$ cat src/rtl/scandoubler_mode_ctrl.sv
// ----------------------------------------------------------------------------
// scandoubler_mode_ctrl
//
// Sequencer/configurator for the VGA scandoubler. Measures the native video
// timing (line period in clk28en ticks, lines per frame) and declares lock once
// the timing has been stable for LOCK_FRAMES consecutive frames. Requests for a
// mode change (15kHz/VGA) are applied only on frame boundaries. A switch made
// while locked blanks the output until the new mode has settled for
// MUTE_FRAMES frames.
//
// Optional feature: define SCANDBL_MODE_CTRL_STATUS_EN to add the status
// outputs hor_total (last measured line period) and frame_lines (line count of
// the last closed frame).
//
// Ports:
//   clk                 in   system clock
//   rst                 in   asynchronous reset, active high
//   clk28en             in   28 MHz clock enable; all state advances only on it
//   hsync_n             in   native hsync, active low
//   vsync_n             in   native vsync, active low
//   req_vga             in   requested mode: 1 = VGA scandoubled, 0 = 15kHz
//   req_scanlines       in   requested scanline effect
//   enable_scandoubling out  applied mode
//   disable_scaneffect  out  applied ~scanlines (updated every frame)
//   force_blank         out  1 = blank the video output
//   hor_total           out  [10:0] last line period (status build only)
//   frame_lines         out  [8:0] last frame's line count (status build only)
//   locked              out  1 = sequencer in LOCKED or MUTE
// ----------------------------------------------------------------------------
module scandoubler_mode_ctrl #(
    parameter int unsigned HTOL        = 8,
    parameter int unsigned LINES_MIN   = 262,
    parameter int unsigned LINES_MAX   = 320,
    parameter int unsigned LOCK_FRAMES = 4,
    parameter int unsigned MUTE_FRAMES = 2,
    parameter bit          RESET_VGA   = 1'b1
) (
    input  logic        clk,
    input  logic        rst,
    input  logic        clk28en,
    input  logic        hsync_n,
    input  logic        vsync_n,
    input  logic        req_vga,
    input  logic        req_scanlines,
    output logic        enable_scandoubling,
    output logic        disable_scaneffect,
    output logic        force_blank,
`ifdef SCANDBL_MODE_CTRL_STATUS_EN
    output logic [10:0] hor_total,
    output logic [8:0]  frame_lines,
`endif
    output logic        locked
);

    localparam logic [10:0] PeriodSat = 11'd2047;
    localparam logic [8:0]  LinesSat  = 9'd511;
    localparam logic [10:0] Htol      = 11'(HTOL);
    localparam logic [8:0]  LinesMin  = 9'(LINES_MIN);
    localparam logic [8:0]  LinesMax  = 9'(LINES_MAX);
    localparam logic [3:0]  LockCnt   = 4'(LOCK_FRAMES);
    localparam logic [3:0]  MuteCnt   = 4'(MUTE_FRAMES);

    typedef enum logic [1:0] {StUnlocked, StLocked, StArm, StMute} state_e;

    state_e      state_q, state_d;
    logic        hs_prev_q, vs_prev_q;
    logic [10:0] line_cnt_q, line_cnt_d;
    logic [10:0] last_period_q, last_period_d;
    logic [8:0]  lines_q, lines_d;
    logic [8:0]  prev_lines_q, prev_lines_d;
    logic        stable_q, stable_d;
    logic [3:0]  valid_cnt_q, valid_cnt_d;
    logic [3:0]  mute_cnt_q, mute_cnt_d;
    logic        mode_q, mode_d;
    logic        noscan_q, noscan_d;
    logic        blank_q, blank_d;
    logic        locked_q, locked_d;

    logic        hs_fall, vs_fall;
    logic [10:0] period_diff;
    logic        line_stable;
    logic [8:0]  lines_incl;
    logic        stable_incl;
    logic        frame_valid;

    // ------------------------------------------------------------------------
    // Timing measurement
    // ------------------------------------------------------------------------
    always_comb begin
        hs_fall = clk28en & hs_prev_q & ~hsync_n;
        vs_fall = clk28en & vs_prev_q & ~vsync_n;

        period_diff = (line_cnt_q >= last_period_q) ? (line_cnt_q - last_period_q)
                                                    : (last_period_q - line_cnt_q);
        // A saturated counter means the real period is unknown.
        line_stable = (line_cnt_q != PeriodSat) && (period_diff <= Htol);

        // Line closed on this tick is counted before the frame is judged.
        lines_incl  = (hs_fall && (lines_q != LinesSat)) ? (lines_q + 9'd1) : lines_q;
        stable_incl = stable_q & (~hs_fall | line_stable);

        frame_valid = stable_incl && (lines_incl >= LinesMin) && (lines_incl <= LinesMax) &&
                      (lines_incl == prev_lines_q);

        line_cnt_d    = line_cnt_q;
        last_period_d = last_period_q;
        lines_d       = lines_q;
        prev_lines_d  = prev_lines_q;
        stable_d      = stable_q;
        valid_cnt_d   = valid_cnt_q;

        if (clk28en) begin
            if (hs_fall) begin
                line_cnt_d    = 11'd1;
                last_period_d = line_cnt_q;
            end else if (line_cnt_q != PeriodSat) begin
                line_cnt_d = line_cnt_q + 11'd1;
            end
            lines_d  = lines_incl;
            stable_d = stable_incl;
            if (vs_fall) begin
                lines_d      = '0;
                stable_d     = 1'b1;
                prev_lines_d = lines_incl;
                if (!frame_valid) begin
                    valid_cnt_d = '0;
                end else if (valid_cnt_q < LockCnt) begin
                    valid_cnt_d = valid_cnt_q + 4'd1;
                end
            end
        end
    end

    // ------------------------------------------------------------------------
    // Mode sequencer
    // ------------------------------------------------------------------------
    always_comb begin
        state_d    = state_q;
        mode_d     = mode_q;
        mute_cnt_d = mute_cnt_q;
        noscan_d   = noscan_q;

        // Scanline setting is cosmetic only, so it follows every frame unmuted.
        if (vs_fall) begin
            noscan_d = ~req_scanlines;
        end

        if (clk28en) begin
            unique case (state_q)
                StUnlocked: begin
                    if (vs_fall) begin
                        mode_d = req_vga;
                        if (valid_cnt_d == LockCnt) begin
                            state_d = StLocked;
                        end
                    end
                end
                StLocked: begin
                    if (vs_fall && !frame_valid) begin
                        state_d = StUnlocked;
                    end else if (req_vga != mode_q) begin
                        state_d = StArm;
                    end
                end
                StArm: begin
                    if (vs_fall) begin
                        mode_d     = req_vga;
                        mute_cnt_d = '0;
                        state_d    = frame_valid ? StMute : StUnlocked;
                    end
                end
                StMute: begin
                    if (vs_fall) begin
                        if (!frame_valid) begin
                            state_d = StUnlocked;
                        end else begin
                            mute_cnt_d = mute_cnt_q + 4'd1;
                            if ((mute_cnt_q + 4'd1) >= MuteCnt) begin
                                state_d = StLocked;
                            end
                        end
                    end
                end
                default: state_d = StUnlocked;
            endcase
        end

        // Outputs are registered from the next state so they track it exactly.
        blank_d  = (state_d == StArm) || (state_d == StMute);
        locked_d = (state_d == StLocked) || (state_d == StMute);
    end

    always_ff @(posedge clk or posedge rst) begin
        if (rst) begin
            state_q       <= StUnlocked;
            hs_prev_q     <= 1'b1;
            vs_prev_q     <= 1'b1;
            line_cnt_q    <= '0;
            last_period_q <= '0;
            lines_q       <= '0;
            prev_lines_q  <= '0;
            stable_q      <= 1'b0;
            valid_cnt_q   <= '0;
            mute_cnt_q    <= '0;
            mode_q        <= RESET_VGA;
            noscan_q      <= 1'b0;
            blank_q       <= 1'b0;
            locked_q      <= 1'b0;
        end else begin
            if (clk28en) begin
                hs_prev_q <= hsync_n;
                vs_prev_q <= vsync_n;
            end
            state_q       <= state_d;
            line_cnt_q    <= line_cnt_d;
            last_period_q <= last_period_d;
            lines_q       <= lines_d;
            prev_lines_q  <= prev_lines_d;
            stable_q      <= stable_d;
            valid_cnt_q   <= valid_cnt_d;
            mute_cnt_q    <= mute_cnt_d;
            mode_q        <= mode_d;
            noscan_q      <= noscan_d;
            blank_q       <= blank_d;
            locked_q      <= locked_d;
        end
    end

    assign enable_scandoubling = mode_q;
    assign disable_scaneffect  = noscan_q;
    assign force_blank         = blank_q;
    assign locked              = locked_q;

`ifdef SCANDBL_MODE_CTRL_STATUS_EN
    logic [10:0] hor_total_q;
    logic [8:0]  frame_lines_q;

    always_ff @(posedge clk or posedge rst) begin
        if (rst) begin
            hor_total_q   <= '0;
            frame_lines_q <= '0;
        end else begin
            if (hs_fall) begin
                hor_total_q <= line_cnt_q;
            end
            if (vs_fall) begin
                frame_lines_q <= lines_incl;
            end
        end
    end

    assign hor_total   = hor_total_q;
    assign frame_lines = frame_lines_q;
`endif

endmodule

$ cat config.mk
export PLATFORM = sky130hd
export DESIGN_NAME = scandoubler_mode_ctrl
export DESIGN_NICKNAME = d
export VERILOG_FILES = /design/src/rtl/scandoubler_mode_ctrl.sv
export SDC_FILE = /design/constraint.sdc
export NUM_CORES = 1
export LEC_CHECK = 0
export CAP_MARGIN = 10
export CELL_PAD_IN_SITES_DETAIL_PLACEMENT = 1
export CELL_PAD_IN_SITES_GLOBAL_PLACEMENT = 1
export CORE_MARGIN = 2
export CORE_UTILIZATION = 48
export CTS_CLUSTER_SIZE = 24
export DETAILED_ROUTE_END_ITERATION = 7
export GPL_TIMING_DRIVEN = 0
export PLACE_DENSITY_LB_ADDON = 0.1
export SYNTH_ARGS = -nofsm -noshare
export SYNTH_HDL_FRONTEND = slang
export SYNTH_SLANG_ARGS = --single-unit
export TNS_END_PERCENT = 30
$ cat constraint.sdc
create_clock -name clk -period 4.75 [get_ports clk]
set_input_delay 0.475 -clock clk [delete_from_list [all_inputs] [get_ports clk]]
set_output_delay 0.475 -clock clk [all_outputs]
set_load 0.02 [all_outputs]
==> reports/results.md <==
| Result | This run |
|:---|:---|
| Routability cong. | 0.969 |
| Number of routed nets with antenna violations | 0 |
| Area growth from synthesis to final layout | 8.53% |
| Post CTS Setup Buffer Count | 0 |
| Int Pwr | 1.23 mW |
| # diodes | 0 |
| Number of unique standard cell types used by synthesis | 65 |
| Number of sinks driven by the clock tree | 56 |
| Clock H-tree levels | 2 |
| Total power per unit cell area | 503 mW/mm² |
| DRC marker count from the first detailed-route iteration | 131 |
| Worst path arrival time | 4.25 ns |
| Result of the run | completed |
| Synthesized Nets | 525 |
| Count of input and output buffers | 10 |
| CTS hold repair buffers | 0 |
| Final Hold Viols | 0 |
| Count of flip-flops with a built-in enable after synthesis | 0 |
| Remaining max-slew budget at the tightest pin | 0.544 |
| Register bit count reported by yosys | 56 |
| Number of maximum-capacitance violations | 0 |
| CTS tree | yes |
| Area share of the leading cell type in the synthesized netlist | 0.322 |
| Worst clock skew | 0.00620 ns |
| Mean instance size in the synthesized netlist | 8.39 µm² |
| F_max | 0.249 GHz |
| Chip Height | 96.7 µm |
| Required time of the critical path | 4.98 ns |
| Slew Viols, Final | 0 |
| Setup crit start | lines_q[0] |
| Maximum clock path buffer count | 2 |
| Max IR drop VDD | 0.182 mV |
| R2R Path End | mute_cnt_q[2] |
| Total track usage | 0.238 |
| Die area | 0.00934 mm² |
| Setup TNS Final | 0 ns |
| Maximum fanout count along the critical path | 10 |
| Post-DR vias/cell | 5.92 |
| Setup violators final | 0 |
| Final core utilization | 0.542 |
| CP endpoint | mute_cnt_q[2] |
| I/O pin count | 11 |
| Type of the most critical hold path | primary input to asynchronous set/reset pin |
| FF-to-FF setup slack | 0.73 ns |
| Congestion Overflow GR | 0 |
| Category of the worst setup path capture point | flip-flop |
| Core region area | 0.00826 mm² |
| Transition at the pin with the smallest max-transition slack | 0.678 ns |
| WS Path Type | flip-flop to flip-flop |
| Crit path launch type | flip-flop |
| Final worst path period share | 0.847 |
| Synth area leader | sky130_fd_sc_hd__dfrtp_1 |
| Sum of net half-perimeters after detailed placement | 8660 µm |
| Synthesized netlist cell count | 491 |
| Vias in the first global route | 3,842 |
| Ratio of cells with drive above 1 in the final layout | 0.0863 |
| Number of detailed-route iterations in the first pass | 6 |
| Combinational group share of total power | 0.594 |
| Leak pwr | 1.95 nW |
| Worst R2R Start | lines_q[0] |
| Placed Area | 0.00437 mm² |
| Final worst path period need | 4.02 ns |
| Final non-filler cell area | 0.00447 mm² |
| Total via count in the routed design | 3,639 |
| Wire length of the first global-routing pass | 18,500 µm |
| FFs w/ async S/R, synth | 1.00 |
| Count of standard-cell rows | 33 |
| Clock share of power | 0.127 |
| CTS root buf | sky130_fd_sc_hd__clkbuf_8 |
| Number of cells on the worst reg-to-reg path | 16 |
| Effective utilization at floorplan | 0.499 |
| Switching share of power | 0.452 |
| Remaining DRCs | 0 |
| Total of warnings raised by yosys | 0 |
| X dimension of the die | 96.7 µm |
| Number of nets at the end of the flow | 543 |
| Reported net switching power | 1.02 mW |
| Register area share after synthesis | 0.341 |
| Ranking of synthesized cells by area | sky130_fd_sc_hd__dfrtp_1 (32%), sky130_fd_sc_hd__ha_1 (8.2%), sky130_fd_sc_hd__o21ai_0 (5.1%), sky130_fd_sc_hd__nand2_1 (4.8%), sky130_fd_sc_hd__nor2_1 (4.2%) |
| Clock edge transition at the registers on the reported setup and hold paths | 0.10 ns |
| Routed len/inst | 17.7 µm |
| Fraction of power consumed by sequential logic | 0.280 |
| Setup repair after global routing missed its margin | false |
| Predominant post-synthesis flop cell | sky130_fd_sc_hd__dfrtp_1 |
| Number of antenna violations at the first check in global routing | 0 |
| Mapped Area | 0.00412 mm² |
| Number of clock buffers inserted by TritonCTS | 5 |
| Quantity of gates resized following cts | 0 |
| Clock latency reported for the late side of the worst-skew pair | 0.31 ns |
| Placement-stage worst setup slack | 0.780 ns |
| Final setup margin | 0.728 ns |
| Routed Wire Length | 10,900 µm |
| Maximum number of pins on one net before global-route repair | 38 |
==> how the worst min path moves through the flow <==
stage                        from                  to  depth (start not counted)
6_report                      rst         force_blank                          2
4_1_cts                       rst         force_blank                          2
2_1_floorplan     prev_lines_q[7]     prev_lines_q[7]                          2
3_5_place_dp      prev_lines_q[8]     prev_lines_q[8]                          2
3_3_place_gp   disable_scaneffect  disable_scaneffect                          2
5_1_grt           prev_lines_q[7]     prev_lines_q[7]                          2
==> through the flow <==
step                      hold slack, ns  instances  power [mW]
final                              0.487        615        2.25
after global routing               0.533        615        2.44
after CTS                          0.492        615        2.26
after detailed placement           0.488        607        1.96
after global placement             0.467        606        1.89
after floorplan                    0.441        491        1.62
==> cells in the final DEF, fill, tap and decap left out, drive strengths merged, types with 4 or more instances in the layout <==
cell type      netlist  routed
clkdlybuf4s50        0      10
xor2                 9       9
nand3               15      15
nor4                 8       8
mux2i                5       5
dfrtp               53      53
a31oi                4       4
nand3b               5       5
and3                 5       5
nor2b                9       9
ha                  27      27
nand4               13      13
xnor2               18      18
o21ai               44      44
buf                 13      14
inv                 34      34
a21oi               28      28
nand2b               4       4
nand2               54      54
nor3                 5       5
o211ai               6       6
clkbuf              12      20
a21o                 7       7
or3                  6       6
nor2                46      46
mux2                 4       4
a211oi               4       4
or2                  4       4
==> logic make-up after synthesis <==
group           count (synthesis)  synth area share
compound gates                125             0.205
xor+xnor                       27            0.0574
fa+ha+maj                      27            0.0820
buf+inv                        59            0.0607
flops                          56             0.341
mux                             9            0.0231
simple gates                  188             0.231
==> power groups by stage <==
stage / clock [mW] / combinational [mW] / sequential, mW
after floorplan: 0 / 1.00 / 0.620
after global placement: 0 / 1.26 / 0.633
after detailed placement: 0 / 1.32 / 0.639
after CTS: 0.300 / 1.33 / 0.629
after global routing: 0.317 / 1.48 / 0.644
final: 0.285 / 1.34 / 0.630
==> registers in the layout, summed over array words and instances, names as in the netlist <==
name / cells
disable_scaneffect: 1
enable_scandoubling: 1
force_blank: 1
hs_prev_q: 1
last_period_q: 11
line_cnt_q: 11
lines_q: 9
mute_cnt_q: 4
prev_lines_q: 9
stable_q: 1
state_q: 2
valid_cnt_q: 4
vs_prev_q: 1
==> critical path, stage by stage, from the launching register on <==
cell	delay, ns
sky130_fd_sc_hd__dfrtp_1	0.51
sky130_fd_sc_hd__ha_1	0.33
sky130_fd_sc_hd__nand2_1	0.10
sky130_fd_sc_hd__nor2_1	0.22
sky130_fd_sc_hd__and3_1	0.20
sky130_fd_sc_hd__ha_1	0.21
sky130_fd_sc_hd__and4bb_1	0.22
sky130_fd_sc_hd__buf_2	0.16
sky130_fd_sc_hd__mux2i_1	0.24
sky130_fd_sc_hd__nor2_1	0.07
sky130_fd_sc_hd__or4_4	0.52
sky130_fd_sc_hd__a2111oi_4	0.36
sky130_fd_sc_hd__o2111ai_1	0.18
sky130_fd_sc_hd__o21ai_2	0.22
sky130_fd_sc_hd__buf_6	0.18
sky130_fd_sc_hd__nand4_1	0.11
sky130_fd_sc_hd__o211ai_1	0.11
==> routing by layer <==
| metal | track usage | share of wire | vias up |
|---|---|---|---|
| met5 | 0 | 0 | - |
| li1 | - | - | 1775 |
| met3 | 0.0311 | 0.023 | 14 |
| met1 | 0.287 | 0.43 | 1805 |
| met2 | 0.452 | 0.54 | 45 |
| met4 | 0.0488 | 0.011 | 0 |
==> area by class of cell <==
class                      count  area [µm²]
inverter                      34         128
buffer                        25         123
clock buffer                   8         100
timing repair buffer          11         120
multi-input combinational    376        2460
tap                          105         131
fill                        1025        3790
sequential                    56        1410
==> Yosys cell counts (9+ instances only) <==
library cell,number
sky130_fd_sc_hd__nand2_1,53
sky130_fd_sc_hd__nand4_1,13
sky130_fd_sc_hd__xor2_1,9
sky130_fd_sc_hd__nand3_1,15
sky130_fd_sc_hd__nor2_1,46
sky130_fd_sc_hd__xnor2_1,18
sky130_fd_sc_hd__ha_1,27
sky130_fd_sc_hd__buf_2,10
sky130_fd_sc_hd__inv_1,34
sky130_fd_sc_hd__a21oi_1,27
sky130_fd_sc_hd__nor2b_1,9
sky130_fd_sc_hd__clkbuf_1,11
sky130_fd_sc_hd__dfrtp_1,53
sky130_fd_sc_hd__o21ai_0,42
Note: power is estimated with default switching activity, not from simulation.
